File: config.mk
export PLATFORM = sky130hd
export DESIGN_NAME = alu_share_ctrl_flat
export DESIGN_NICKNAME = d
export VERILOG_FILES = /design/src/rtl/alu_share_ctrl_if.sv /design/src/rtl/alu_share_ctrl.sv /design/src/flat_wrapper.sv
export SDC_FILE = /design/constraint.sdc
export NUM_CORES = 1
export LEC_CHECK = 0
export ABC_AREA = 1
export CAP_MARGIN = 20
export CORE_ASPECT_RATIO = 1.4
export CORE_MARGIN = 2
export CORE_UTILIZATION = 36
export DETAILED_ROUTE_END_ITERATION = 10
export GPL_ROUTABILITY_DRIVEN = 0
export PLACE_DENSITY = 0.77
export SETUP_SLACK_MARGIN = 0.15
export SLEW_MARGIN = 0
export SYNTH_ARGS = -nofsm -noshare
export SYNTH_HDL_FRONTEND = slang
export SYNTH_SLANG_ARGS = --single-unit
File: constraint.sdc
create_clock -name CLK -period 1.4 [get_ports CLK]
set_input_delay 0.28 -clock CLK [delete_from_list [all_inputs] [get_ports CLK]]
set_output_delay 0.28 -clock CLK [all_outputs]
set_load 0.02 [all_outputs]
File: src/rtl/alu_share_ctrl_if.sv
// Handshake bundle for alu_share_ctrl: two requester request/response channels
// plus the shared-ALU operand/result wires and the BUSY status.
interface alu_share_ctrl_if #(
    parameter int unsigned DATA_WIDTH = 32,
    parameter int unsigned OPRN_WIDTH = 6
);
    logic                  REQ0_VALID;
    logic                  REQ0_READY;
    logic [DATA_WIDTH-1:0] REQ0_OP1;
    logic [DATA_WIDTH-1:0] REQ0_OP2;
    logic [OPRN_WIDTH-1:0] REQ0_OPRN;
    logic                  RSP0_VALID;
    logic                  RSP0_READY;
    logic [DATA_WIDTH-1:0] RSP0_DATA;
    logic                  RSP0_ZERO;

    logic                  REQ1_VALID;
    logic                  REQ1_READY;
    logic [DATA_WIDTH-1:0] REQ1_OP1;
    logic [DATA_WIDTH-1:0] REQ1_OP2;
    logic [OPRN_WIDTH-1:0] REQ1_OPRN;
    logic                  RSP1_VALID;
    logic                  RSP1_READY;
    logic [DATA_WIDTH-1:0] RSP1_DATA;
    logic                  RSP1_ZERO;

    logic [DATA_WIDTH-1:0] ALU_OP1;
    logic [DATA_WIDTH-1:0] ALU_OP2;
    logic [OPRN_WIDTH-1:0] ALU_OPRN;
    logic [DATA_WIDTH-1:0] ALU_OUT;
    logic                  ALU_ZERO;
    logic                  BUSY;

    modport slave (
        input  REQ0_VALID, REQ0_OP1, REQ0_OP2, REQ0_OPRN, RSP0_READY,
        input  REQ1_VALID, REQ1_OP1, REQ1_OP2, REQ1_OPRN, RSP1_READY,
        input  ALU_OUT, ALU_ZERO,
        output REQ0_READY, RSP0_VALID, RSP0_DATA, RSP0_ZERO,
        output REQ1_READY, RSP1_VALID, RSP1_DATA, RSP1_ZERO,
        output ALU_OP1, ALU_OP2, ALU_OPRN, BUSY
    );

    modport master (
        output REQ0_VALID, REQ0_OP1, REQ0_OP2, REQ0_OPRN, RSP0_READY,
        output REQ1_VALID, REQ1_OP1, REQ1_OP2, REQ1_OPRN, RSP1_READY,
        output ALU_OUT, ALU_ZERO,
        input  REQ0_READY, RSP0_VALID, RSP0_DATA, RSP0_ZERO,
        input  REQ1_READY, RSP1_VALID, RSP1_DATA, RSP1_ZERO,
        input  ALU_OP1, ALU_OP2, ALU_OPRN, BUSY
    );
endinterface

File: src/rtl/alu_share_ctrl.sv
// Two-requester arbiter/sequencer in front of a shared combinational ALU.
// Define ALU_SHARE_FIXED_PRIO_EN for fixed priority (requester 0 wins); default is round-robin.
module alu_share_ctrl #(
    parameter int unsigned DATA_WIDTH  = 32,
    parameter int unsigned OPRN_WIDTH  = 6,
    parameter int unsigned EXEC_CYCLES = 1
) (
    input  logic CLK,
    input  logic RST,
    alu_share_ctrl_if.slave bus
);
    typedef enum logic [1:0] {IDLE, EXEC, RESP} state_t;

    state_t     state;
    logic       owner;
    logic [3:0] count;
    logic       prio0;
    logic       grant0;
    logic       grant1;

`ifdef ALU_SHARE_FIXED_PRIO_EN
    assign prio0 = 1'b1;
`else
    logic rr_ptr;
    assign prio0 = ~rr_ptr;
`endif

    assign grant0 = bus.REQ0_VALID && (!bus.REQ1_VALID || prio0);
    assign grant1 = bus.REQ1_VALID && !grant0;

    assign bus.REQ0_READY = (state == IDLE) && grant0;
    assign bus.REQ1_READY = (state == IDLE) && grant1;
    assign bus.BUSY       = (state != IDLE);

    always_ff @(posedge CLK) begin
        if (RST) begin
            state          <= IDLE;
            owner          <= 1'b0;
            count          <= '0;
            bus.ALU_OP1    <= '0;
            bus.ALU_OP2    <= '0;
            bus.ALU_OPRN   <= '0;
            bus.RSP0_VALID <= 1'b0;
            bus.RSP0_DATA  <= '0;
            bus.RSP0_ZERO  <= 1'b0;
            bus.RSP1_VALID <= 1'b0;
            bus.RSP1_DATA  <= '0;
            bus.RSP1_ZERO  <= 1'b0;
`ifndef ALU_SHARE_FIXED_PRIO_EN
            rr_ptr         <= 1'b0;
`endif
        end else begin
            case (state)
                IDLE: begin
                    if (grant0 || grant1) begin
                        bus.ALU_OP1  <= grant1 ? bus.REQ1_OP1  : bus.REQ0_OP1;
                        bus.ALU_OP2  <= grant1 ? bus.REQ1_OP2  : bus.REQ0_OP2;
                        bus.ALU_OPRN <= grant1 ? bus.REQ1_OPRN : bus.REQ0_OPRN;
                        owner        <= grant1;
                        // Counting down from EXEC_CYCLES (not -1) adds the operand-register
                        // cycle, so the result is valid EXEC_CYCLES+1 edges after accept.
                        count        <= 4'(EXEC_CYCLES);
                        state        <= EXEC;
`ifndef ALU_SHARE_FIXED_PRIO_EN
                        rr_ptr       <= ~grant1;
`endif
                    end else begin
                        bus.ALU_OPRN <= '0;
                    end
                end
                EXEC: begin
                    if (count == '0) begin
                        if (owner) begin
                            bus.RSP1_DATA  <= bus.ALU_OUT;
                            bus.RSP1_ZERO  <= bus.ALU_ZERO;
                            bus.RSP1_VALID <= 1'b1;
                        end else begin
                            bus.RSP0_DATA  <= bus.ALU_OUT;
                            bus.RSP0_ZERO  <= bus.ALU_ZERO;
                            bus.RSP0_VALID <= 1'b1;
                        end
                        state <= RESP;
                    end else begin
                        count <= count - 4'd1;
                    end
                end
                RESP: begin
                    if (owner ? bus.RSP1_READY : bus.RSP0_READY) begin
                        bus.RSP0_VALID <= 1'b0;
                        bus.RSP1_VALID <= 1'b0;
                        state          <= IDLE;
                    end
                end
                default: state <= IDLE;
            endcase
        end
    end
endmodule

File: src/flat_wrapper.sv
// flat-port wrapper written by rule: the top's interface ports become plain ports
module alu_share_ctrl_flat 
#(
    parameter int unsigned DATA_WIDTH  = 32,
    parameter int unsigned OPRN_WIDTH  = 6,
    parameter int unsigned EXEC_CYCLES = 1
)
  (CLK, RST, bus_REQ0_VALID, bus_REQ0_OP1, bus_REQ0_OP2, bus_REQ0_OPRN, bus_RSP0_READY, bus_REQ1_VALID, bus_REQ1_OP1, bus_REQ1_OP2, bus_REQ1_OPRN, bus_RSP1_READY, bus_ALU_OUT, bus_ALU_ZERO, bus_REQ0_READY, bus_RSP0_VALID, bus_RSP0_DATA, bus_RSP0_ZERO, bus_REQ1_READY, bus_RSP1_VALID, bus_RSP1_DATA, bus_RSP1_ZERO, bus_ALU_OP1, bus_ALU_OP2, bus_ALU_OPRN, bus_BUSY);
  alu_share_ctrl_if #(.DATA_WIDTH(DATA_WIDTH), .OPRN_WIDTH(OPRN_WIDTH)) bus_i ();
  input  logic CLK;
  input  logic RST;
  input wire logic [$bits(bus_i.REQ0_VALID)-1:0] bus_REQ0_VALID;
  input wire logic [$bits(bus_i.REQ0_OP1)-1:0] bus_REQ0_OP1;
  input wire logic [$bits(bus_i.REQ0_OP2)-1:0] bus_REQ0_OP2;
  input wire logic [$bits(bus_i.REQ0_OPRN)-1:0] bus_REQ0_OPRN;
  input wire logic [$bits(bus_i.RSP0_READY)-1:0] bus_RSP0_READY;
  input wire logic [$bits(bus_i.REQ1_VALID)-1:0] bus_REQ1_VALID;
  input wire logic [$bits(bus_i.REQ1_OP1)-1:0] bus_REQ1_OP1;
  input wire logic [$bits(bus_i.REQ1_OP2)-1:0] bus_REQ1_OP2;
  input wire logic [$bits(bus_i.REQ1_OPRN)-1:0] bus_REQ1_OPRN;
  input wire logic [$bits(bus_i.RSP1_READY)-1:0] bus_RSP1_READY;
  input wire logic [$bits(bus_i.ALU_OUT)-1:0] bus_ALU_OUT;
  input wire logic [$bits(bus_i.ALU_ZERO)-1:0] bus_ALU_ZERO;
  output wire logic [$bits(bus_i.REQ0_READY)-1:0] bus_REQ0_READY;
  output wire logic [$bits(bus_i.RSP0_VALID)-1:0] bus_RSP0_VALID;
  output wire logic [$bits(bus_i.RSP0_DATA)-1:0] bus_RSP0_DATA;
  output wire logic [$bits(bus_i.RSP0_ZERO)-1:0] bus_RSP0_ZERO;
  output wire logic [$bits(bus_i.REQ1_READY)-1:0] bus_REQ1_READY;
  output wire logic [$bits(bus_i.RSP1_VALID)-1:0] bus_RSP1_VALID;
  output wire logic [$bits(bus_i.RSP1_DATA)-1:0] bus_RSP1_DATA;
  output wire logic [$bits(bus_i.RSP1_ZERO)-1:0] bus_RSP1_ZERO;
  output wire logic [$bits(bus_i.ALU_OP1)-1:0] bus_ALU_OP1;
  output wire logic [$bits(bus_i.ALU_OP2)-1:0] bus_ALU_OP2;
  output wire logic [$bits(bus_i.ALU_OPRN)-1:0] bus_ALU_OPRN;
  output wire logic [$bits(bus_i.BUSY)-1:0] bus_BUSY;
  assign bus_i.REQ0_VALID = bus_REQ0_VALID;
  assign bus_i.REQ0_OP1 = bus_REQ0_OP1;
  assign bus_i.REQ0_OP2 = bus_REQ0_OP2;
  assign bus_i.REQ0_OPRN = bus_REQ0_OPRN;
  assign bus_i.RSP0_READY = bus_RSP0_READY;
  assign bus_i.REQ1_VALID = bus_REQ1_VALID;
  assign bus_i.REQ1_OP1 = bus_REQ1_OP1;
  assign bus_i.REQ1_OP2 = bus_REQ1_OP2;
  assign bus_i.REQ1_OPRN = bus_REQ1_OPRN;
  assign bus_i.RSP1_READY = bus_RSP1_READY;
  assign bus_i.ALU_OUT = bus_ALU_OUT;
  assign bus_i.ALU_ZERO = bus_ALU_ZERO;
  assign bus_REQ0_READY = bus_i.REQ0_READY;
  assign bus_RSP0_VALID = bus_i.RSP0_VALID;
  assign bus_RSP0_DATA = bus_i.RSP0_DATA;
  assign bus_RSP0_ZERO = bus_i.RSP0_ZERO;
  assign bus_REQ1_READY = bus_i.REQ1_READY;
  assign bus_RSP1_VALID = bus_i.RSP1_VALID;
  assign bus_RSP1_DATA = bus_i.RSP1_DATA;
  assign bus_RSP1_ZERO = bus_i.RSP1_ZERO;
  assign bus_ALU_OP1 = bus_i.ALU_OP1;
  assign bus_ALU_OP2 = bus_i.ALU_OP2;
  assign bus_ALU_OPRN = bus_i.ALU_OPRN;
  assign bus_BUSY = bus_i.BUSY;
  alu_share_ctrl #(.DATA_WIDTH(DATA_WIDTH), .OPRN_WIDTH(OPRN_WIDTH), .EXEC_CYCLES(EXEC_CYCLES)) u_core (.CLK(CLK), .RST(RST), .bus(bus_i));
endmodule
== Yosys cells after proc, flatten, opt, wreduce, memory -nomap -nowiden ==
Cells that the tools add are included.
Word-level totals
  bits in registers: 146
  output and inout port bits: 141
  ROM bits: 0
  memory bits (writable): 0
  word-level logic and storage cells: 64
  memories: 0
  latch bits: 0
  input port bits: 179
Operators by class
  $mul: 0
  mux-type cells: 19
  bitwise operators: 3
  equal/unequal tests: 8
  $add $sub $neg: 1
  shift operators: 0
  reductions and logical operators: 20
  div/mod/pow operators: 0
  magnitude comparators: 0
Operators by type and width (count)
  $mux 32: 2
  $mux 6: 2
  $reduce_and 3->1: 4
  $mux 4: 2
  $pmux 4 s2: 1
  $reduce_and 4->1: 2
  $mux 1: 6
  $mux 2: 3
  $ne 2x1->1 const B: 3
  $ne 2x2->1 const B: 3
  $pmux 2 s3: 1
  $reduce_bool 2->1: 3
  $logic_and 1x1->1: 4
  $logic_not 4->1: 1
  $pmux 1 s2: 2
  $sub 4x1->4 const B: 1
  $not 1->1: 3
  $eq 2x1->1 const B: 1
  $eq 2x2->1 const B: 1
  $logic_not 1->1: 2
  $logic_not 2->1: 1
  $logic_or 1x1->1: 2
  $reduce_and 2->1: 1

== Longest topological paths before layout ==
  depth after elaboration: 8
  depth in mapped cells: 10
  depth with buffers taken out: 8

== Least setup slack after synthesis ==
Ideal clock, no wire load.
  path type: reg2reg
  start point: register u_core.count[0]
  end point: register u_core.bus.RSP0_DATA[10]
  library setup time: 0.116 ns
  data required time: 1.284 ns
  setup slack: 0.014 ns
  path buffers: 1
  arrival time: 1.271 ns
  cell stages (with the launch flop): 9
  period minus slack after synthesis: 1.386 ns
  cells stage by stage: dfxtp_1 -> inv_1 -> ha_1 -> nand3_1 -> inv_1 -> nand2_2 -> clkbuf_1 -> o21ai_0 -> nor2_1
Between the ends
  longest elaborated chain between the ends: 2
RTL lines
  from (decl): RTL line alu_share_ctrl.sv:16  | logic [3:0] count;
  from (signal assigned): RTL line alu_share_ctrl.sv:62  | count <= 4'(EXEC_CYCLES);
  from (signal assigned): RTL line alu_share_ctrl.sv:84  | count <= count - 4'd1;
  $logic_not 4->1: RTL line alu_share_ctrl.sv:72  | if (count == '0) begin
  $reduce_and 3->1 (no line)
  to (signal assigned): RTL line alu_share_ctrl.sv:78  | bus.RSP0_DATA <= bus.ALU_OUT;
  to (decl): RTL line alu_share_ctrl_if.sv:38  | output REQ0_READY, RSP0_VALID, RSP0_DATA, RSP0_ZERO,
Every way passes these cells.
A chain may end at the register's enable or synchronous reset.

== Worst setup path after layout ==
  start point: register u_core.state[0]
  end point: register u_core.bus.ALU_OP2[23]
Between the ends
  longest elaborated chain between the ends: 2
RTL lines
  from (decl): RTL line alu_share_ctrl.sv:14  | state_t state;
  from (signal assigned): RTL line alu_share_ctrl.sv:37  | state <= IDLE;
  from (signal assigned): RTL line alu_share_ctrl.sv:63  | state <= EXEC;
  from (signal assigned): RTL line alu_share_ctrl.sv:82  | state <= RESP;
  $logic_not 2->1: RTL line alu_share_ctrl.sv:53  | case (state)
  $reduce_and 2->1 (no line)
  to (signal assigned): RTL line alu_share_ctrl.sv:57  | bus.ALU_OP2 <= grant1 ? bus.REQ1_OP2 : bus.REQ0_OP2;
  to (decl): RTL line alu_share_ctrl_if.sv:40  | output ALU_OP1, ALU_OP2, ALU_OPRN, BUSY
Every way passes these cells.

==> summary.txt <==
Netlist cell types -> 20
Crit path setup slack, layout -> -0.1485 ns
Status -> finished with violations
Cells after DPL -> 1448
# setup viols final -> 55
Final cycle utilization of the critical path -> 110.6%
Failing checks -> negative setup slack
Crit path buf inv count -> 3
Routed WL -> 25380 um
Cell chain of the critical path -> nor2_4, nand2_2, nor2_4, buf_4, buf_12, bufbuf_16, nand2_1, a21oi_2
CTS Root Cell -> clkbuf_16
Initial DRC Count -> 489
DP HPWL -> 15280 um
DRC violations left -> 0
Vias in the first global route -> 6873
Slew @ Worst Pin -> 0.3455 ns
Most common cell after layout, fill and taps aside -> nand2_1
Finished Cell Area -> 0.01102 mm^2
Worst hold slack -> 0.3144 ns
PD cells -> 1407 mW/mm^2
Num CTS Buffers -> 17
Starting Density -> 36.41%
Area of the die -> 0.01855 mm^2
Critical path class -> register to register
DRT Pass-1 Iters -> 5
Setup crit end kind -> register
Max-slew headroom -> 76.96%
Share of cells above drive strength 1 -> 28.37%
# diodes -> 0
Maximum VDD drop -> 889.9 uV
Clock Skew -> 0.007990 ns
HP Class -> primary input to register
Cells after synthesis -> 917
H-Tree Depth -> 4
Core area -> 0.01726 mm^2
Antenna viol nets, final -> 0
CTS clk-pin slew, worst paths -> 0.06 ns
Slew Limit Fails -> 0
Rows -> 57
Seq cells post-synth -> 146
Vias post-DR -> 7404
CP arrival -> 1.89 ns
First-pass GRT wire length -> 36320 um
Most area-consuming cells after synthesis -> dfxtp_1, nand2_1, nor2_1, nand4_1, a21oi_1
Final Hold Fails -> 0
All-Layer GR Usage -> 24.98%
I/O Buffers -> 319
Synthesized area -> 0.006285 mm^2
WP data required -> 1.74 ns
Max Freq -> 0.6458 GHz
Crit-path max FO -> 7
Top delay family on crit path -> buffers and inverters
DIE HEIGHT -> 160.3 um
Cell taking the most area after synthesis -> dfxtp_1
DR vias/cell -> 4.897
Most frequent CP cell -> nor2_4
Ports -> 320
RSZ-0062 raised after global routing -> true
Area grow syn2layout -> 75.27%
Clock buffer depth -> 2
Slowest CP cell -> dfxtp_2
CP Launch Type -> register
Register Area -> 0.002963 mm^2
Max-Cap Viols -> 0
Synth top area share -> 46.51%
Area of the multi-input gates -> 0.003079 mm^2
Leak -> 0.005145 uW
Filler cells -> 1552
Pin count of the biggest net entering global routing -> 71
Most frequent cells in the layout -> nand2_1, clkdlybuf4s50_1, nor2_1, dfxtp_1, buf_2
CTS tree -> built
Hold Buf Count CTS -> 0
Seq/Total Area, Yosys -> 46.51%
Non-Filler Instances -> 1512
Tmin final -> 1.549 ns
Clk sinks -> 146
Nets -> 1445
Synthesis warning total -> 0
Syn nets -> 1098
WL per Instance -> 16.78 um
Mean area per synthesized cell -> 6.854 um^2
Clk_lat worst skew -> 0.41 ns
Dpl cell area -> 0.009920 mm^2
Initial antenna violation count -> 1
Grt ovf -> 0
Max incr delay on CP -> 0.35 ns
Die width -> 115.7 um
==> synth_stat cells (all sizes together) <==
library cell	instances
o211ai	1
nand2	228
nand3	20
nand3b	1
o21ai	71
dfxtp	146
ha	2
a21oi	71
clkbuf	35
buf	28
nand4	60
inv	94
nor2	160
==> worst reg2reg max path, cell delays in order, from the launching register on <==
cell       delay, ns
dfxtp_2         0.35
nor2_4          0.13
nand2_2         0.08
nor2_4          0.14
buf_4           0.14
buf_12          0.12
bufbuf_16       0.28
nand2_1         0.09
a21oi_2         0.16
==> layer usage <==
metal	vias up	wire [um]	global-route usage, %	share of wire (%)
met3	78	2475	8.340	9.8
met2	375	12980	43.59	51
met4	2	1007	10.71	4.0
li1	3622	-	-	-
met5	-	13	0	0.051
met1	3327	8897	27.23	35
==> kinds of logic after synthesis <==
| kind of cell | after synthesis | synth area share [%] |
|---|---|---|
| fa+ha+maj | 2 | 0.3981 |
| compound gates | 143 | 11.43 |
| buf+inv | 157 | 10.17 |
| simple gates | 469 | 31.50 |
| flops | 146 | 46.51 |
==> repair_timing <==
| action | in CTS | in global routing |
|---|---|---|
| buffers inserted | 11 | 5 |
| pin swaps | 44 | 24 |
| setup endpoints to repair | 281 | 192 |
| cloned | 9 | 8 |
| resized for setup | 657 | 126 |
==> flip-flops by register name (all words and copies together), names as in the netlist <==
name and count:
u_core.bus.ALU_OP2 32, u_core.bus.RSP1_DATA 32, u_core.bus.ALU_OPRN 6, u_core.bus.RSP1_ZERO 1, u_core.state 2, u_core.bus.RSP0_DATA 32, u_core.bus.RSP1_VALID 1, u_core.bus.ALU_OP1 32
u_core.bus.RSP0_ZERO 1, u_core.count 4, u_core.rr_ptr 1, u_core.owner 1, u_core.bus.RSP0_VALID 1
==> final cells by class <==
type	count	share of cell area, %
clock buffers	17	3.862
clock inverters	14	1.829
inverters	94	3.362
multi-input cells	614	27.95
flip-flops and latches	146	26.90
well taps	236	2.681
repair buffers	391	33.42
==> through the flow <==
step | setup TNS (ns) | power, uW | utilization (%) | setup WS [ns]
finish | -3.521 | 15500 | 63.82 | -0.1485
global route | -7.788 | 16230 | 63.82 | -0.1614
CTS | -1.825 | 14870 | 60.90 | -0.1281
detailed placement | -40.45 | 9552 | 57.47 | -0.6568
global placement | -39.87 | 9478 | 57.47 | -0.6560
floorplan | 0 | 7388 | - | 0.1538
==> report_power, final <==
part           total [uW]  internal, uW  switching [uW]
Combinational        5550          2610            2940
Clock                4880          3010            1870
Sequential           5070          4710             359
==> final timing paths <==
kind,cells past startpoint,to,from,slack (ns)
min reg2reg,2,u_core.bus.ALU_OPRN[2],u_core.bus.ALU_OPRN[2],0.46
min,3,u_core.bus.ALU_OP1[24],RST,0.31
max,8,u_core.bus.ALU_OP2[23],u_core.state[0],-0.15
max reg2reg,8,u_core.bus.ALU_OP2[23],u_core.state[0],-0.15
No activity file was read; power rests on OpenSTA's default activity.
==> RTL edit (same settings) <==
`OPRN_WIDTH` is set to 6 in 3 places; all go to 12.
--- a/src/rtl/alu_share_ctrl_if.sv
+++ b/src/rtl/alu_share_ctrl_if.sv
@@ -2,7 +2,7 @@
 // plus the shared-ALU operand/result wires and the BUSY status.
 interface alu_share_ctrl_if #(
     parameter int unsigned DATA_WIDTH = 32,
-    parameter int unsigned OPRN_WIDTH = 6
+    parameter int unsigned OPRN_WIDTH = 12
 );
     logic                  REQ0_VALID;
     logic                  REQ0_READY;
--- a/src/rtl/alu_share_ctrl.sv
+++ b/src/rtl/alu_share_ctrl.sv
@@ -2,7 +2,7 @@
 // Define ALU_SHARE_FIXED_PRIO_EN for fixed priority (requester 0 wins); default is round-robin.
 module alu_share_ctrl #(
     parameter int unsigned DATA_WIDTH  = 32,
-    parameter int unsigned OPRN_WIDTH  = 6,
+    parameter int unsigned OPRN_WIDTH  = 12,
     parameter int unsigned EXEC_CYCLES = 1
 ) (
     input  logic CLK,
--- a/src/flat_wrapper.sv
+++ b/src/flat_wrapper.sv
@@ -2,7 +2,7 @@
 module alu_share_ctrl_flat 
 #(
     parameter int unsigned DATA_WIDTH  = 32,
-    parameter int unsigned OPRN_WIDTH  = 6,
+    parameter int unsigned OPRN_WIDTH  = 12,
     parameter int unsigned EXEC_CYCLES = 1
 )
   (CLK, RST, bus_REQ0_VALID, bus_REQ0_OP1, bus_REQ0_OP2, bus_REQ0_OPRN, bus_RSP0_READY, bus_REQ1_VALID, bus_REQ1_OP1, bus_REQ1_OP2, bus_REQ1_OPRN, bus_RSP1_READY, bus_ALU_OUT, bus_ALU_ZERO, bus_REQ0_READY, bus_RSP0_VALID, bus_RSP0_DATA, bus_RSP0_ZERO, bus_REQ1_READY, bus_RSP1_VALID, bus_RSP1_DATA, bus_RSP1_ZERO, bus_ALU_OP1, bus_ALU_OP2, bus_ALU_OPRN, bus_BUSY);
Interface: changed (resized bus_ALU_OPRN, bus_REQ0_OPRN and bus_REQ1_OPRN); port bits go from 320 to 338. The function was not compared with the original's and may differ.
==> RTL edit against the original RTL <==
The run still ends with negative setup slack left; critical path depth shrank 3; first-iteration DRC count grew 8.0%; cell count is 5.6% higher; combinational power is 9.7% higher; area after synthesis up 5.4%; global-route usage decreased by 0.18 points; final area up 6.8%; sequential cell count grew 6; setup slack got worse by 0.090 ns; hold slack better by 0.046 ns; wire length increased by 10%; total power rose by 2.7%; critical endpoint is now bus_REQ1_READY.
==> RTL edit: results (changes against the original RTL) <==
INFO  metric status = complete, but fails checks
INFO  metric violations = negative setup slack
INFO  metric p_leak = 5.47 nW (+6.3%)
INFO  metric largest_net_degree_at_the_start_of_global_routing = 84 (+18%)
INFO  metric crit-reg2reg-capture = u_core.bus.RSP0_DATA[31]
INFO  metric final_report_setup_violation_count = 113 (+110%)
INFO  metric arrival = 1.36 ns (-0.53 ns)
INFO  metric crit-reg2reg-launch = u_core.state[1]
INFO  metric vias_per_cell = 4.97 (+1.6%)
INFO  metric hold-path-endpoint = u_core.bus.ALU_OPRN[2]
INFO  metric first_global_vias = 7362 (+7.1%)
INFO  metric layout_setup_ws = -0.239 ns (-0.0904 ns)
INFO  metric netlist_top_cells_count = sky130_fd_sc_hd__nand2_1, sky130_fd_sc_hd__nor2_1, sky130_fd_sc_hd__dfxtp_1
INFO  metric mappedNetlistNets = 1158 (+5.5%)
INFO  metric p_sw = 0.00555 W (+7.3%)
INFO  metric final_net_count = 1534 (+6.2%)
INFO  metric timing.slew.headroom = 0.557 (-0.212)
INFO  metric skew = 0.0131 ns (+0.00510 ns)
INFO  metric drt_pass1_iterations = 4 (-1)
INFO  metric seq_power_share = 0.328 (about the same)
INFO  metric drt_iter0_markers = 528 (+8.0%)
INFO  metric synth_sequential_area_ratio = 0.460 (-0.00550)
INFO  metric grt_antenna_before_repair = 3 (+2)
INFO  metric netlist_top_cells_area = sky130_fd_sc_hd__dfxtp_1, sky130_fd_sc_hd__nand2_1, sky130_fd_sc_hd__nor2_1
INFO  metric ir_worst_vdd = 0.868 mV (-2.5%)
INFO  metric std_cell_rows = 58 (+1.8%)
INFO  metric port-buffer-count = 337 (+5.6%)
INFO  metric slowest_delay = 0.32 ns (-0.03 ns)
INFO  metric synthDistinctLibCells = 22 (+10%)
INFO  metric clkPwrFrac = 0.290 (-0.025)
## RTL edit: per-layer routing
metal,track usage,vias up,wire length [um]
met5,0,-,13
met4,0.124,2,1260
met3,0.0677,77,2000
met2,0.447,358,14800
met1,0.266,3669,9900
li1,-,3833,-
## RTL edit: how the worst max path moves through the flow
| stage | slack, ns | end | start | depth (start not counted) |
|---|---|---|---|---|
| floorplan | 0.14 | bus_REQ0_READY | bus_REQ1_VALID | 4 |
| global placement | -0.53 | bus_REQ0_READY | bus_REQ1_VALID | 5 |
| detailed placement | -0.53 | bus_REQ0_READY | bus_REQ1_VALID | 5 |
| CTS | -0.27 | bus_REQ1_READY | u_core.state[0] | 6 |
| global route | -0.29 | bus_REQ1_READY | u_core.state[0] | 6 |
| finish | -0.24 | bus_REQ1_READY | u_core.rr_ptr | 5 |
## RTL edit: area by class of cell
cell class              count  area [um2]
multi-input cells         642        3320
inverters                 104         408
repair buffers            424        4090
clock buffers              19         453
diodes                      2        5.00
fillers                  1613        6230
flip-flops and latches    152        3050
clock inverters            13         134
well taps                 240         300
## RTL edit: worst reg2reg max path, stage by stage, from the launching register on
cell,delay (ns)
sky130_fd_sc_hd__dfxtp_2,0.34
sky130_fd_sc_hd__buf_4,0.12
sky130_fd_sc_hd__inv_4,0.03
sky130_fd_sc_hd__buf_4,0.12
sky130_fd_sc_hd__buf_6,0.11
sky130_fd_sc_hd__nand2_4,0.07
sky130_fd_sc_hd__nor2_4,0.05
sky130_fd_sc_hd__nand2_8,0.14
sky130_fd_sc_hd__clkinv_8,0.11
sky130_fd_sc_hd__clkbuf_16,0.19
sky130_fd_sc_hd__nor2_2,0.10
sky130_fd_sc_hd__nor2_1,0.06
## RTL edit: kinds of logic (layout without fill, tap and decap cells)
family	after synthesis	in the layout	share of synthesized area
AOI/OAI and AO/OA	150	150	0.114
adders and majority gates	2	2	0.00378
buffers and inverters	171	560	0.110
DFF	152	152	0.460
other	0	2	0
and+or+nand+nor	490	490	0.312
## RTL edit: stage by stage
step | setup slack (ns) | hold slack [ns] | std cells | total power [W] | instance area, um2
after floorplan | 0.144 | 0.415 | 965 | 0.00773 | 6650
after global placement | -0.527 | 0.447 | 1520 | 0.00999 | 10500
after detailed placement | -0.534 | 0.452 | 1520 | 0.0101 | 10500
after CTS | -0.269 | 0.344 | 1569 | 0.0150 | 10900
after global routing | -0.291 | 0.395 | 1596 | 0.0166 | 11800
final | -0.239 | 0.360 | 1596 | 0.0159 | 11800
## RTL edit: what timing repair did
item                                    in CTS  in global routing
resized for setup                          663                142
endpoints found under the hold margin        0                  0
gates cloned                                 9                 18
pin swaps                                   20                 31
endpoints found under the setup margin     296                199
setup buffers                                8                  7
